## config.mk

```make
export PLATFORM = sky130hd
export DESIGN_NAME = dmem_lsu_flat
export DESIGN_NICKNAME = d
export VERILOG_FILES = /design/src/rtl/dmem_lsu_if.sv /design/src/rtl/dmem_lsu.sv /design/src/flat_wrapper.sv
export SDC_FILE = /design/constraint.sdc
export NUM_CORES = 1
export LEC_CHECK = 0
export ABC_CLOCK_PERIOD_IN_PS = 2800
export BUFFER_PORTS_ARGS = -buffer_cell sky130_fd_sc_hd__buf_2
export CORE_MARGIN = 5
export CORE_UTILIZATION = 52
export CTS_BUF_LIST = sky130_fd_sc_hd__clkbuf_4
export DETAILED_ROUTE_END_ITERATION = 10
export PLACE_DENSITY = 0.84
export SETUP_SLACK_MARGIN = 0.15
export SYNTH_ARGS = -nofsm -noshare
export SYNTH_HDL_FRONTEND = slang
export SYNTH_SLANG_ARGS = --single-unit
```

## constraint.sdc

```tcl
create_clock -name clk -period 2.8 [get_ports clk]
set_clock_uncertainty 0.2 [all_clocks]
set_input_delay 0 -clock clk [delete_from_list [all_inputs] [get_ports clk]]
set_output_delay 0 -clock clk [all_outputs]
set_load 0.05 [all_outputs]
```

## src/rtl/dmem_lsu_if.sv

```systemverilog
// Core-side request/response and memory-side bus bundle for the data-memory LSU.
// The LSU takes the slave view; the core/memory side takes the master view.
interface dmem_lsu_if;
  logic        req_valid;
  logic        req_ready;
  logic        req_write;
  logic [1:0]  req_size;
  logic        req_unsigned;
  logic [31:0] req_addr;
  logic [31:0] req_wdata;
  logic        resp_valid;
  logic [31:0] resp_rdata;
  logic        resp_err;
  logic        mem_req;
  logic        mem_we;
  logic [3:0]  mem_be;
  logic [31:0] mem_addr;
  logic [31:0] mem_wdata;
  logic        mem_gnt;
  logic        mem_rvalid;
  logic [31:0] mem_rdata;

  modport slave (
    input  req_valid, req_write, req_size, req_unsigned,
    input  req_addr, req_wdata,
    input  mem_gnt, mem_rvalid, mem_rdata,
    output req_ready, resp_valid, resp_rdata, resp_err,
    output mem_req, mem_we, mem_be, mem_addr, mem_wdata
  );

  modport master (
    output req_valid, req_write, req_size, req_unsigned,
    output req_addr, req_wdata,
    output mem_gnt, mem_rvalid, mem_rdata,
    input  req_ready, resp_valid, resp_rdata, resp_err,
    input  mem_req, mem_we, mem_be, mem_addr, mem_wdata
  );
endinterface

```

## src/rtl/dmem_lsu.sv

```systemverilog
// Data-memory load/store unit: one outstanding access, lane steering,
// load extension, misalignment and timeout errors.
module dmem_lsu #(
  parameter int TIMEOUT = 16
) (
  input logic       clk,
  input logic       reset,
  dmem_lsu_if.slave io_bus
);
  localparam int CW = $clog2(TIMEOUT + 1);

  typedef enum logic [1:0] {
    IDLE,
    ISSUE,
    WAIT,
    RESP
  } state_t;

  state_t r_state;
  state_t w_next;

  logic          r_write;
  logic          r_uns;
  logic [1:0]    r_size;
  logic [31:0]   r_addr;
  logic [31:0]   r_wdata;
  logic [31:0]   r_rdata;
  logic          r_err;
  logic [CW-1:0] r_cnt;

  logic        w_accept;
  logic        w_bad;
  logic        w_busy;
  logic        w_tmo;
  logic        w_done;
  logic        w_issue;
  logic        w_resp;
  logic [3:0]  w_be;
  logic [31:0] w_wd;
  logic [31:0] w_sh;
  logic [31:0] w_ld;

  assign w_accept = io_bus.req_valid && (r_state == IDLE);
  assign w_issue  = (r_state == ISSUE);
  assign w_resp   = (r_state == RESP);
  assign w_busy   = w_issue || (r_state == WAIT);
  assign w_tmo    = w_busy && (r_cnt == CW'(TIMEOUT - 1));
  assign w_done   = (r_state == WAIT) && io_bus.mem_rvalid;

  always_comb begin
    w_bad = 1'b0;
    case (io_bus.req_size)
      2'b00:   w_bad = 1'b0;
      2'b01:   w_bad = io_bus.req_addr[0];
      2'b10:   w_bad = |io_bus.req_addr[1:0];
      default: w_bad = 1'b1;
    endcase
  end

  always_comb begin
    w_next = r_state;
    unique case (1'b1)
      r_state == IDLE: begin
        if (w_accept) w_next = w_bad ? RESP : ISSUE;
      end
      r_state == ISSUE: begin
        if (w_tmo)                 w_next = RESP;
        else if (io_bus.mem_gnt)   w_next = WAIT;
      end
      r_state == WAIT: begin
        if (w_done || w_tmo) w_next = RESP;
      end
      r_state == RESP: w_next = IDLE;
    endcase
  end

  always_comb begin
    w_be = 4'b1111;
    w_wd = r_wdata;
    case (r_size)
      2'b00: begin
        w_be = 4'b0001 << r_addr[1:0];
        w_wd = {4{r_wdata[7:0]}};
      end
      2'b01: begin
        w_be = 4'b0011 << {r_addr[1], 1'b0};
        w_wd = {2{r_wdata[15:0]}};
      end
      default: begin
        w_be = 4'b1111;
        w_wd = r_wdata;
      end
    endcase
  end

  assign w_sh = io_bus.mem_rdata >> {r_addr[1:0], 3'b000};

  always_comb begin
    w_ld = w_sh;
    case (r_size)
      2'b00:   w_ld = {{24{~r_uns & w_sh[7]}}, w_sh[7:0]};
      2'b01:   w_ld = {{16{~r_uns & w_sh[15]}}, w_sh[15:0]};
      default: w_ld = w_sh;
    endcase
  end

  // Bus outputs are gated by state so reset zeroes them immediately.
  assign io_bus.req_ready  = (r_state == IDLE);
  assign io_bus.mem_req    = w_issue;
  assign io_bus.mem_we     = w_issue & r_write;
  assign io_bus.mem_be     = w_issue ? w_be : 4'b0000;
  assign io_bus.mem_addr   = w_issue ? {r_addr[31:2], 2'b00} : 32'd0;
  assign io_bus.mem_wdata  = w_issue ? w_wd : 32'd0;
  assign io_bus.resp_valid = w_resp;
  assign io_bus.resp_err   = w_resp & r_err;
  assign io_bus.resp_rdata = w_resp ? r_rdata : 32'd0;

  always_ff @(posedge clk or negedge reset) begin
    if (!reset) begin
      r_state <= IDLE;
      r_write <= 1'b0;
      r_uns   <= 1'b0;
      r_size  <= 2'b00;
      r_addr  <= 32'd0;
      r_wdata <= 32'd0;
      r_rdata <= 32'd0;
      r_err   <= 1'b0;
      r_cnt   <= '0;
    end else begin
      r_state <= w_next;
      if (w_accept) begin
        r_write <= io_bus.req_write;
        r_uns   <= io_bus.req_unsigned;
        r_size  <= io_bus.req_size;
        r_addr  <= io_bus.req_addr;
        r_wdata <= io_bus.req_wdata;
        r_rdata <= 32'd0;
        r_err   <= w_bad;
        r_cnt   <= '0;
      end else if (w_busy) begin
        r_cnt <= r_cnt + CW'(1);
      end
      // A response arriving on the last allowed cycle beats the timeout.
      if (w_done) begin
        r_rdata <= r_write ? 32'd0 : w_ld;
        r_err   <= 1'b0;
      end else if (w_tmo) begin
        r_rdata <= 32'd0;
        r_err   <= 1'b1;
      end
    end
  end
endmodule

```

## src/flat_wrapper.sv

```systemverilog
// flat-port wrapper written by rule: the top's interface ports become plain ports
module dmem_lsu_flat 
#(
  parameter int TIMEOUT = 16
)
  (clk, reset, io_bus_req_valid, io_bus_req_write, io_bus_req_size, io_bus_req_unsigned, io_bus_req_addr, io_bus_req_wdata, io_bus_mem_gnt, io_bus_mem_rvalid, io_bus_mem_rdata, io_bus_req_ready, io_bus_resp_valid, io_bus_resp_rdata, io_bus_resp_err, io_bus_mem_req, io_bus_mem_we, io_bus_mem_be, io_bus_mem_addr, io_bus_mem_wdata);
  dmem_lsu_if io_bus_i ();
  input logic clk;
  input logic reset;
  input wire logic [$bits(io_bus_i.req_valid)-1:0] io_bus_req_valid;
  input wire logic [$bits(io_bus_i.req_write)-1:0] io_bus_req_write;
  input wire logic [$bits(io_bus_i.req_size)-1:0] io_bus_req_size;
  input wire logic [$bits(io_bus_i.req_unsigned)-1:0] io_bus_req_unsigned;
  input wire logic [$bits(io_bus_i.req_addr)-1:0] io_bus_req_addr;
  input wire logic [$bits(io_bus_i.req_wdata)-1:0] io_bus_req_wdata;
  input wire logic [$bits(io_bus_i.mem_gnt)-1:0] io_bus_mem_gnt;
  input wire logic [$bits(io_bus_i.mem_rvalid)-1:0] io_bus_mem_rvalid;
  input wire logic [$bits(io_bus_i.mem_rdata)-1:0] io_bus_mem_rdata;
  output wire logic [$bits(io_bus_i.req_ready)-1:0] io_bus_req_ready;
  output wire logic [$bits(io_bus_i.resp_valid)-1:0] io_bus_resp_valid;
  output wire logic [$bits(io_bus_i.resp_rdata)-1:0] io_bus_resp_rdata;
  output wire logic [$bits(io_bus_i.resp_err)-1:0] io_bus_resp_err;
  output wire logic [$bits(io_bus_i.mem_req)-1:0] io_bus_mem_req;
  output wire logic [$bits(io_bus_i.mem_we)-1:0] io_bus_mem_we;
  output wire logic [$bits(io_bus_i.mem_be)-1:0] io_bus_mem_be;
  output wire logic [$bits(io_bus_i.mem_addr)-1:0] io_bus_mem_addr;
  output wire logic [$bits(io_bus_i.mem_wdata)-1:0] io_bus_mem_wdata;
  assign io_bus_i.req_valid = io_bus_req_valid;
  assign io_bus_i.req_write = io_bus_req_write;
  assign io_bus_i.req_size = io_bus_req_size;
  assign io_bus_i.req_unsigned = io_bus_req_unsigned;
  assign io_bus_i.req_addr = io_bus_req_addr;
  assign io_bus_i.req_wdata = io_bus_req_wdata;
  assign io_bus_i.mem_gnt = io_bus_mem_gnt;
  assign io_bus_i.mem_rvalid = io_bus_mem_rvalid;
  assign io_bus_i.mem_rdata = io_bus_mem_rdata;
  assign io_bus_req_ready = io_bus_i.req_ready;
  assign io_bus_resp_valid = io_bus_i.resp_valid;
  assign io_bus_resp_rdata = io_bus_i.resp_rdata;
  assign io_bus_resp_err = io_bus_i.resp_err;
  assign io_bus_mem_req = io_bus_i.mem_req;
  assign io_bus_mem_we = io_bus_i.mem_we;
  assign io_bus_mem_be = io_bus_i.mem_be;
  assign io_bus_mem_addr = io_bus_i.mem_addr;
  assign io_bus_mem_wdata = io_bus_i.mem_wdata;
  dmem_lsu #(.TIMEOUT(TIMEOUT)) u_core (.clk(clk), .reset(reset), .io_bus(io_bus_i));
endmodule
```

==> flow_metrics.env <==
export IMPL_status="complete, but fails checks"
export IMPL_violations="hold timing"
export IMPL_cts_max_level=3
export IMPL_cp_max_fo=21
export IMPL_finalPower_w=0.00830
export IMPL_synth_area_per_cell_um2=8.56
export IMPL_cts_setup_buffers=0
export IMPL_syn_inst=685
export IMPL_io_buffers=207
export IMPL_start_kind="flip-flop"
export IMPL_grt_util_all_layers_pct=29.8
export IMPL_vias=6069
export IMPL_fp_dieArea_um2=13500
export IMPL_powerDensity_nw_per_um2=1000
export IMPL_synth_ff_latch_count=108
export IMPL_yosys_most_used_dff="dfrtp_1"
export IMPL_required_ns=2.60
export IMPL_area_growth_pct=41.4
export IMPL_clock_path_buffers=2
export IMPL_worstSetupStartpoint="u_core.r_size[1]"
export IMPL_switching_power_w=0.00417
export IMPL_switching_share_pct=50.3
export IMPL_die_width_um=116
export IMPL_drive_gt1_share_pct=26.0
export IMPL_dp_cells=998
export IMPL_setup_viol=0
export IMPL_synth_edf_count=0
export IMPL_die_h_um=116
export IMPL_drtAntennaViolNets=0
export IMPL_rsz0062_at_grt="false"
export IMPL_cts_sinks=108
export IMPL_slew_violations=0
export IMPL_clkTransAtPathRegs_ns=0.15
export IMPL_yosysWarnings=0
export IMPL_netlist_area_um2=5860
export IMPL_endpoint="io_bus_mem_wdata[9]"
export IMPL_relSlewSlack_pct=44.2
export IMPL_rr_endpoint="u_core.r_err"
export IMPL_initial_core_util_pct=53.6
export IMPL_hold_path_class="in2async"
export IMPL_hold_ws_ns=-0.0190
export IMPL_place_area_um2=7000
export IMPL_antenna_found_initial=0
export IMPL_share_comb_of_total_power_pct=57.2
export IMPL_cts_root_buf="clkbuf_4"
export IMPL_synthDistinctLibCells=39
export IMPL_grt_max_degree=76
export IMPL_setup_tns_ns=0
export IMPL_dp_hpwl_um=11900
export IMPL_path_class="reg2out"
export IMPL_routed_wire_length_per_instance_um=17.7
export IMPL_final_min_clock_period_ns=2.52
export IMPL_antenna_cells=0
export IMPL_fin_cells=1128
export IMPL_yosysSeqAreaShare_pct=46.1
export IMPL_grt_pass1_wl_um=31500
export IMPL_ir_worst_vdd_v=0.000671
export IMPL_clock_power_share_pct=9.5
export IMPL_tightest_slew_ns=0.837
export IMPL_num_rows=38
export IMPL_routed_wl_um=19900
export IMPL_reg2reg_from="u_core.r_state[0]"
export IMPL_io_pins=210
export IMPL_core_um2=10900
export IMPL_reg2reg_depth=7
export IMPL_firstDrtPassIters=6
export IMPL_fmax_mhz=397
export IMPL_clkLatencyLatePin_ns=0.44
export IMPL_drc=0
export IMPL_grt_pass1_vias=6212
export IMPL_drv_cap=0
export IMPL_finalHoldViolCount=6
export IMPL_total_leakage_power_nw=4.42
export IMPL_async_flop_share_pct=100
export IMPL_drtIter0Drc=507
export IMPL_cts_tree="yes"
export IMPL_intPower_w=0.00412
export IMPL_cts_buffers=9
export IMPL_place_gp_congestion=0.857
export IMPL_worstSetupEndpointType="primary output"
export IMPL_viasPerCell=5.38
export IMPL_r2r_slack_ns=0.34
export IMPL_grt_overflow_total=0
export IMPL_design_area_um2=8290
export IMPL_num_nets_final=1094
export IMPL_cp_arrival_ns=2.32
export IMPL_finalCritPeriodShare_pct=90.0
export IMPL_share_seq_of_total_power_pct=33.4
==> stage by stage <==
stage,setup WS (ns),utilization [%]
2_1_floorplan,0.122,-
3_5_place_dp,0.510,64.0
5_1_grt,0.154,75.8
3_3_place_gp,0.571,64.0
4_1_cts,0.240,75.7
6_report,0.280,75.8
==> power by group through the flow <==
stage	Clock, W	Combinational (W)	Sequential [W]
after floorplan	0	0.00353	0.00254
after detailed placement	0	0.00444	0.00274
final	0.000785	0.00475	0.00277
after CTS	0.000802	0.00463	0.00272
after global routing	0.000859	0.00514	0.00284
after global placement	0	0.00434	0.00272
==> synthesized netlist by cell type (2+ instances only) <==
| cell type | instances | share of area [%] |
|---|---|---|
| buf_6 | 2 | 0.38 |
| inv_1 | 5 | 0.32 |
| ha_1 | 6 | 1.3 |
| nand2_1 | 252 | 16 |
| nor3_1 | 2 | 0.17 |
| nand3b_1 | 8 | 1.0 |
| xor2_1 | 2 | 0.30 |
| a21oi_1 | 18 | 1.5 |
| dfrtp_1 | 108 | 46 |
| nor3b_4 | 2 | 0.64 |
| mux2i_1 | 35 | 6.0 |
| o21a_1 | 3 | 0.38 |
| clkbuf_1 | 24 | 1.5 |
| a21boi_0 | 8 | 1.0 |
| buf_4 | 4 | 0.51 |
| nor2b_1 | 13 | 1.4 |
| buf_2 | 19 | 1.6 |
| a221o_1 | 16 | 2.7 |
| o21ai_0 | 26 | 2.2 |
| mux2_2 | 8 | 1.5 |
| nor2_1 | 18 | 1.2 |
| and2_1 | 82 | 8.8 |
| o21ai_1 | 8 | 0.68 |
==> cell usage in the layout, fill, tap and decap left out, drive strengths merged, types with 13 or more instances in the layout <==
master       count
a21oi           18
a221o           16
and2            82
buf            222
dfrtp          108
dlygate4sd3    114
mux2i           35
nand2          252
nor2            18
nor2b           13
o21ai           34
==> metal layers <==
metal	global-route usage (%)	wire length, um
met5	0	0
met1	36.5	7690
met3	8.24	1830
met4	13.3	816
met2	49.4	9600
==> repair_timing <==
item | 4_1_cts | 5_1_grt
gates resized for setup | 0 | 2
setup endpoints to repair | 0 | 3
hold buffers | 114 | 0
hold endpoints to repair | 197 | 0
==> how the worst min path moves through the flow <==
stage	from	to
2_1_floorplan	reset	u_core.r_addr[0]
3_3_place_gp	reset	u_core.r_rdata[12]
3_5_place_dp	reset	u_core.r_rdata[12]
4_1_cts	reset	u_core.r_rdata[19]
5_1_grt	reset	u_core.r_rdata[11]
6_report	reset	u_core.r_rdata[11]
==> sequential cells by signal, indices dropped and copies added, names as in the netlist <==
| signal | flops |
|---|---|
| u_core.r_size | 2 |
| u_core.r_err | 1 |
| u_core.r_write | 1 |
| u_core.r_cnt | 5 |
| u_core.r_rdata | 32 |
| u_core.r_state | 2 |
| u_core.r_uns | 1 |
| u_core.r_wdata | 32 |
| u_core.r_addr | 32 |
==> worst max-delay path, cell delays in order, from the launching register on <==
cell      delay (ns)
dfrtp_1         0.81
or2_0           0.23
buf_4           0.18
nand2_1         0.06
a21boi_0        0.27
buf_2           0.33
==> cell families after synthesis <==
family | share of synthesized area, %
buffers and inverters | 4.44
AOI/OAI and AO/OA | 9.69
other | 0.0640
xor gates and xnor gates | 0.448
adders and majority gates | 1.28
DFF | 46.1
muxes | 7.90
and+or+nand+nor | 30.1
==> layout make-up <==
class | instances | area (um^2)
Fill cell | 719 | 2650
Clock buffer | 10 | 75.1
Timing Repair Buffer | 336 | 2330
Clock inverter | 6 | 63.8
Inverter | 5 | 18.8
Multi-Input combinational cell | 523 | 2920
Sequential cell | 108 | 2700
Tap cell | 140 | 175
Power figures use the tool's default switching activity.
